### src/rtl/rc4_pkg.sv
// Shared types and constants for the arcfour cracker and its message reader.
package rc4_pkg;

  localparam int NUM_CORES          = 51;
  localparam int LOG_NUM_CORES      = 8;
  localparam int MESSAGE_LENGTH     = 32;
  localparam int MESSAGE_LOG_LENGTH = 5;
  localparam int RAM_WIDTH          = 8;

  // Sized forms of the limits so compares stay width-matched.
  localparam logic [LOG_NUM_CORES-1:0]      CORE_LIMIT = LOG_NUM_CORES'(NUM_CORES);
  localparam logic [MESSAGE_LOG_LENGTH-1:0] LAST_IDX   = MESSAGE_LOG_LENGTH'(MESSAGE_LENGTH - 1);

  localparam logic [RAM_WIDTH-1:0] ASCII_LO    = 8'h61;
  localparam logic [RAM_WIDTH-1:0] ASCII_HI    = 8'h7A;
  localparam logic [RAM_WIDTH-1:0] ASCII_SPACE = 8'h20;

  typedef enum logic [2:0] {
    IDLE,
    REQ,
    WAIT,
    SEND,
    DONE
  } state_t;

  // Plaintext alphabet: lowercase letters and space.
  function automatic logic is_plain_char(input logic [RAM_WIDTH-1:0] c);
    return ((c >= ASCII_LO) && (c <= ASCII_HI)) || (c == ASCII_SPACE);
  endfunction

endpackage

### src/rtl/message_reader_char_checker.sv
// Sticky flag raised when a sampled byte falls outside the plaintext alphabet.
module char_checker
  import rc4_pkg::*;
(
  input  logic                 clk,
  input  logic                 reset,
  input  logic                 clear,
  input  logic                 sample,
  input  logic [RAM_WIDTH-1:0] data,
  output logic                 char_err
);

  // Clear on a new message, otherwise accumulate bad-byte hits.
  // NOTE: sequential state uses non-blocking assignments so every register
  // updates from the pre-edge values, independent of statement order.
  always_ff @(posedge clk or negedge reset) begin
    if (!reset) begin
      char_err <= 1'b0;
    end else if (clear) begin
      char_err <= 1'b0;
    end else if (sample && !is_plain_char(data)) begin
      char_err <= 1'b1;
    end
  end

endmodule

### src/rtl/message_reader.sv
// Reads the winning core's A RAM back byte by byte and streams it out on a
// valid/ready byte interface, flagging any non-plaintext byte.
module message_reader
  import rc4_pkg::*;
(
  input  logic                          clk,
  input  logic                          reset,
  input  logic                          trigger,
  input  logic [LOG_NUM_CORES-1:0]      core_sel,
  output logic [LOG_NUM_CORES-1:0]      rd_core,
  output logic [MESSAGE_LOG_LENGTH-1:0] rd_addr,
  input  logic [RAM_WIDTH-1:0]          rd_data,
  output logic [RAM_WIDTH-1:0]          m_data,
  output logic                          m_valid,
  input  logic                          m_ready,
  output logic                          m_last,
  output logic                          busy,
  output logic                          done,
  output logic                          char_err,
  output logic                          range_err
);

  state_t                          state;
  state_t                          state_next;
  logic [MESSAGE_LOG_LENGTH-1:0]   idx;
  logic [LOG_NUM_CORES-1:0]        core_q;
  logic                            start;
  logic                            range_bad;
  logic                            handshake;

  // A trigger only counts while not busy; busy-time triggers are dropped.
  assign start     = trigger && ((state == IDLE) || (state == DONE));
  assign range_bad = (core_sel >= CORE_LIMIT);
  assign handshake = (state == SEND) && m_ready;

  // Flow-control and status outputs decode straight from the state register.
  assign m_valid = (state == SEND);
  assign busy    = (state == REQ) || (state == WAIT) || (state == SEND);
  assign done    = (state == DONE);

  // State register.
  always_ff @(posedge clk or negedge reset) begin
    if (!reset) begin
      state <= IDLE;
    end else begin
      state <= state_next;
    end
  end

  // Next-state decode: REQ -> WAIT -> SEND per byte, SEND waits for the sink.
  // NOTE: state_next gets a default before the case so no path leaves it
  // unassigned, which would otherwise infer a latch.
  always_comb begin
    state_next = state;
    case (state)
      IDLE, DONE: if (trigger) state_next = range_bad ? DONE : REQ;
      REQ:        state_next = WAIT;
      WAIT:       state_next = SEND;
      SEND:       if (m_ready) state_next = m_last ? DONE : REQ;
      default:    state_next = IDLE;
    endcase
  end

  // Datapath: read address is loaded on entry to REQ so the RAM samples it at
  // the end of REQ and its q is captured at the end of WAIT.
  always_ff @(posedge clk or negedge reset) begin
    if (!reset) begin
      idx       <= '0;
      core_q    <= '0;
      rd_core   <= '0;
      rd_addr   <= '0;
      m_data    <= '0;
      m_last    <= 1'b0;
      range_err <= 1'b0;
    end else if (start) begin
      core_q    <= core_sel;
      idx       <= '0;
      range_err <= range_bad;
      if (!range_bad) begin
        rd_core <= core_sel;
        rd_addr <= '0;
      end
    end else if (state == WAIT) begin
      m_data <= rd_data;
      m_last <= (idx == LAST_IDX);
    end else if (handshake && !m_last) begin
      idx     <= idx + 1'b1;
      rd_addr <= idx + 1'b1;
      rd_core <= core_q;
    end
  end

  // Alphabet check on each byte as it is captured.
  char_checker u_char_checker (
    .clk      (clk),
    .reset    (reset),
    .clear    (start),
    .sample   (state == WAIT),
    .data     (rd_data),
    .char_err (char_err)
  );

endmodule

### config.mk
export PLATFORM = sky130hd
export DESIGN_NAME = message_reader
export DESIGN_NICKNAME = d
export VERILOG_FILES = /design/src/rtl/rc4_pkg.sv /design/src/rtl/message_reader_char_checker.sv /design/src/rtl/message_reader.sv
export SDC_FILE = /design/constraint.sdc
export NUM_CORES = 1
export LEC_CHECK = 0
export ABC_AREA = 1
export BUFFER_PORTS_ARGS = -buffer_cell sky130_fd_sc_hd__buf_2
export CAP_MARGIN = 20
export CORE_AREA = 5 5 67 75
export DETAILED_ROUTE_END_ITERATION = 16
export DIE_AREA = 0 0 72 80
export GPL_TIMING_DRIVEN = 0
export HOLD_SLACK_MARGIN = 0.08
export PLACE_DENSITY = 0.67
export SLEW_MARGIN = 5
export SYNTH_ARGS = -nofsm -noshare
export SYNTH_HDL_FRONTEND = slang
export SYNTH_SLANG_ARGS = --single-unit
### constraint.sdc
create_clock -name clk -period 1.7 [get_ports clk]
set_input_delay 0.34 -clock clk [delete_from_list [all_inputs] [get_ports clk]]
set_output_delay 0.34 -clock clk [all_outputs]
set_load 0.01 [all_outputs]
# --- Word level (Yosys, flattened, before mapping) ---
# Cells that the tools add are included.
op_classes:
  add_sub_neg: 1
  order_cmp: 3
  eq_ne: 10
  n_mux: 16
  n_bitwise: 1
  n_reduce_logical: 19
ops:
  columns: ["operator", "n"]
  rows:
  - ["$mux 8", 4]
  - ["$mux 5", 5]
  - ["$mux 3", 4]
  - ["$pmux 3 s4", 1]
  - ["$eq 8x6->1 const B", 1]
  - ["$ge 8x6->1 const B", 1]
  - ["$ge 8x7->1 const B", 1]
  - ["$le 8x7->1 const B", 1]
  - ["$eq 3x2->1 const B", 2]
  - ["$ne 2x2->1 const B", 3]
  - ["$reduce_and 2->1", 3]
  - ["$add 5x1->5 const B", 1]
  - ["$eq 5x5->1 const B", 1]
  - ["$logic_and 1x1->1", 5]
  - ["$logic_or 1x1->1", 4]
  - ["$reduce_bool 2->1", 2]
  - ["$eq 3x1->1 const B", 1]
  - ["$eq 3x3->1 const B", 1]
  - ["$logic_not 3->1", 1]
  - ["$reduce_and 3->1", 1]
  - ["$logic_not 1->1", 2]
  - ["$mux 1", 2]
  - ["$ne 2x1->1 const B", 1]
  - ["$reduce_or 2->1", 1]
  - ["$not 1->1", 1]
totals:
  reg_bits: 40
  inputBits: 20
  out_inout_bits: 27
  word_cells: 59

# --- Longest topological paths before layout ---
logic_depth:
  depth_word: 7
  depth_mapped: 9
  ltp_nobuf: 8

# --- Modules after synthesis ---
# Synthesis repeated with hierarchy kept, for this count alone.
unflattened:
  cells_unflattened: 219
  hier_area_um2: 1856.8
modules_own_cells:
  columns: ["mod", "n_inst", "cells_each", "area_per_inst_um2", "seq_area_each_um2"]
  rows:
  - ["message_reader", 1, 199, 1747.9, 975.9]
  - ["char_checker", 1, 20, 108.9, 25.0]

# --- Least setup slack after synthesis ---
# No wires, ideal clock.
synth_path:
  path_type: "reg2reg"
  start: "register state[0]"
  end: "register rd_addr[2]"
  setup_time_ps: 66
  t_arrival_ps: 1214
  required_time_ps: 1634
  setup_slack_ps: 421
  stages_incl_launch_ff: 9
  period_less_slack_ps: 1279
  cell_sequence: "dfrtp_1 nor2_4 nand2_4 inv_2 nand2_4 nand2_4 buf_6 nand2_1 nand2_1"
synth_between:
  elab_chain_len: 5
  elab_cells_between_ends: 13
  cone_classes: "eq/ne: 5; mux: 1; reduce/logical: 7"
synth_lines:
  columns: ["item", "line_no", "text"]
  rows:
  - ["from (decl)", "message_reader.sv:23", "state_t state;"]
  - ["from (signal assigned)", "message_reader.sv:46", "state <= state_next;"]
  - ["$eq 3x3->1, or another cell as far along", "message_reader.sv:32", "assign start = trigger && ((state == IDLE) || (state == DONE));"]
  - ["$logic_or 1x1->1 / $logic_and 1x1->1 (equally long branches)", "message_reader.sv:32, message_reader.sv:34", null]
  - ["$logic_and 1x1->1, on equally long branches", "message_reader.sv:32, message_reader.sv:86", null]
  - ["$ne 2x2->1 (no source line) / $reduce_bool 2->1 (equally long branches)", null, null]
  - ["$reduce_and 3->1 (no source line)", null, null]
  - ["to (signal assigned)", "message_reader.sv:88", "rd_addr <= idx + 1'b1;"]
  - ["to (decl)", "message_reader.sv:11", "output logic [MESSAGE_LOG_LENGTH-1:0] rd_addr,"]
# Several ways; a longest one is shown, not always the timed one.
# A chain may end at the register's enable or synchronous reset.

# --- Worst setup path in the final report ---
layout_path:
  start: "register state[2]"
  end: "output m_valid"
layout_between:
  elab_chain_len: 1
layout_lines:
  columns: ["item", "line_no", "text"]
  rows:
  - ["$eq 3x2->1", "message_reader.sv:37", "assign m_valid = (state == SEND);"]
  - ["to (decl)", "message_reader.sv:14", "output logic m_valid,"]
# Every way passes these cells.

==> results.py <==
metrics = {
    "status": {
        "status": "completed",
    },
    "floorplanning": {
        "start_util_pct": 42.9,
        "die_width_um": 72,
        "die_h_um": 80,
        "pin_count": 47,
        "core_um2": 4190,
        "die_area_um2": 5760,
        "core.rowCount": 25,
    },
    "clock_network": {
        "clk_pin_slew_ps": 70,
        "cts_tree": "done",
        "cts_max_path_buffers": 2,
        "ctsHtreeMaxLevel": 2,
        "ctsHoldBuffers": 0,
        "clock_sinks": 40,
        "cts_buffers": 5,
        "cts_root_buffer": "clkbuf_8",
        "cts_resized": 0,
        "post-cts-setup-buffer-count": 0,
        "clk_latency_ps": 280,
    },
    "timing": {
        "worst_pin_slew_ps": 878,
        "min_period_over_period_pct": 89.1,
        "setup_viol": 0,
        "rsz0062_at_grt": "false",
        "timing.setup.tns_ps": 0,
        "slew_violations": 0,
        "min_period_ps": 1520,
        "slew_headroom_pct": 41.4,
        "clock_skew_ps": 1.23,
        "fmax_mhz": 660,
        "final.setup.worst_slack_ps": 185,
        "hold_violations": 0,
        "holdWs_ps": 168,
    },
    "logic_synthesis": {
        "synth_area_leaders": "dfrtp_1 56%, nand2_1 17%, nand3_1 5.8%",
        "syn_nets": 229,
        "synth_most_common_cell": "nand2_1",
        "synthDistinctLibCells": 20,
        "yosys_warnings": 0,
        "synth-seq-cells": 40,
        "synth_area_um2": 1800,
        "synthArstFlopShare_pct": 100,
        "synth_top_cell_by_area": "dfrtp_1",
        "syn_inst": 207,
        "yosysTopAreaCellShare_pct": 55.7,
        "synth-edff-count": 0,
        "avgSynthCellArea_um2": 8.69,
        "synth_commonest_cells": "82 x nand2_1, 40 x dfrtp_1, 21 x nand3_1",
        "ys_seq_area_share_pct": 55.7,
        "synthFlopType": "dfrtp_1",
    },
    "cells_and_area": {
        "nets": 282,
        "multi_input_area_um2": 679,
        "nFillCells": 439,
        "synthToLayoutAreaGrowth_pct": 21.6,
        "drive_gt1_share_pct": 26.1,
        "seq_area_um2": 1000,
        "antennaDiodeCount": 0,
    },
    "worst_setup_path": {
        "r2r_end": "rd_core[6]",
        "startpoint": "state[2]",
        "cp.arrival_ps": 1180,
        "reg2reg_from": "state[0]",
        "crit_type": "flip-flop to output port",
        "cp-end-kind": "output port",
        "crit_fanout": 4,
        "cp.required_ps": 1360,
        "rr_worst_depth": 8,
        "start_kind": "flip-flop",
        "rrSetupSlack_ps": 210,
        "cp-endpoint": "m_valid",
    },
    "global_routing": {
        "grt_pass1_wl_um": 6580,
        "grt_overflow": 0,
        "grt_max_degree": 41,
        "grt_usage_pct": 14.6,
        "grt_antenna_before_repair": 0,
        "grt_pass1_vias": 1511,
    },
    "drt": {
        "maxUsedRoutingLayer": "met4",
        "wl_met1_um": 1570,
        "routedWlPerCell_um": 12.0,
        "drt-total-wl_um": 3800,
        "dr.pass1.iters": 4,
        "first_iter_violations": 68,
        "met3WireLength_um": 265,
        "wl_met2_um": 1910,
        "ant_nets": 0,
        "vias": 1490,
        "drc": 0,
        "routed_via_density": 4.73,
    },
    "worst_hold_path": {
        "min_path_type": "primary input to async pin",
    },
    "placement": {
        "routabilityCongestion": 0.766,
        "pre_cts_ws_ps": 196,
        "port_buffers": 46,
        "dp_hpwl_um": 2910,
    },
    "power": {
        "p_int_w": 0.00205,
        "power_leakage_nw": 1.26,
        "seqPwrFrac_pct": 44.7,
        "power_density_nw_per_um2": 1480,
        "finalPower_w": 0.00323,
        "ir_worst_vdd_mv": 0.676,
        "switching_share_pct": 36.4,
        "switchingPower_w": 0.00118,
        "p_comb_share_pct": 35.8,
        "pwr-share-clk_pct": 19.6,
    },
    "run": {
        "drv_cap": 0,
    },
}
worst max-delay path, stage by stage (launching register included):
cell,delay [ps]
dfrtp_1,430
inv_1,130
nand3_2,80
inv_2,110
buf_2,140
worst min-delay path by stage:
stage	end	slack (ps)	depth (start not counted)
after global placement	rd_addr[3]	450	2
after floorplan	core_q[0]	40	0
final	rd_addr[2]	170	1
after detailed placement	rd_core[2]	450	2
after global routing	rd_addr[2]	240	1
after CTS	rd_addr[2]	190	1
area by class of cell:
cell class	count	area share (%)
repair buffers	46	10.5
inverters	21	3.61
plain buffers	4	1.77
multi-input cells	142	31.1
clock buffers	8	4.12
flip-flops and latches	40	45.8
well taps	54	3.09
cell usage in the layout (no fill, tap or decap):
| master | synthesis | layout |
|---|---|---|
| o21ai_1 | 5 | 5 |
| nand3_1 | 21 | 21 |
| inv_2 | 3 | 3 |
| nor3_1 | 1 | 1 |
| inv_1 | 18 | 18 |
| buf_6 | 3 | 3 |
| nor2_4 | 1 | 1 |
| clkbuf_1 | 0 | 2 |
| ha_1 | 2 | 2 |
| nand2_1 | 82 | 82 |
| buf_2 | 1 | 47 |
| nand2_4 | 4 | 4 |
| a21oi_1 | 4 | 4 |
| clkbuf_8 | 0 | 6 |
| or2_2 | 1 | 1 |
| nand3_2 | 1 | 1 |
| nor2_1 | 7 | 7 |
| nand3_4 | 1 | 1 |
| o21ai_0 | 8 | 8 |
| nor3_4 | 1 | 1 |
| nand4_1 | 3 | 3 |
| dfrtp_1 | 40 | 40 |
registers in the layout, indices dropped and copies added (netlist names), 3 cells and up:
register	cells
core_q	8
m_data	8
rd_core	8
idx	5
rd_addr	5
state	3
power groups by stage:
stage	registers [W]	clock network (W)	logic (W)
global placement	0.00145	0	0.00116
CTS	0.00144	0.000661	0.00118
floorplan	0.00154	0	0.000659
global route	0.00149	0.000705	0.00132
detailed placement	0.00145	0	0.00119
finish	0.00144	0.000632	0.00115
kinds of logic after synthesis:
family | after synthesis | share of synthesized area [%]
and+or+nand+nor | 123 | 31.7
DFF | 40 | 55.7
buffers and inverters | 25 | 6.54
AOI/OAI and AO/OA | 17 | 4.73
adders and majority gates | 2 | 1.39
per-stage QoR:
step	util [%]	instance area, um^2	std cells
after detailed placement	50.0	2100	307
after global routing	52.1	2190	315
final	52.1	2190	315
after global placement	50.0	2100	307
after CTS	52.1	2190	315
after floorplan	-	1800	207
per-layer routing:
metal,global-route usage (%),vias to the layer above
met5,0,-
met4,5.08,0
met3,5.29,7
met2,25.0,35
met1,16.8,691
li1,-,757
Power figures use the tool's default switching activity.
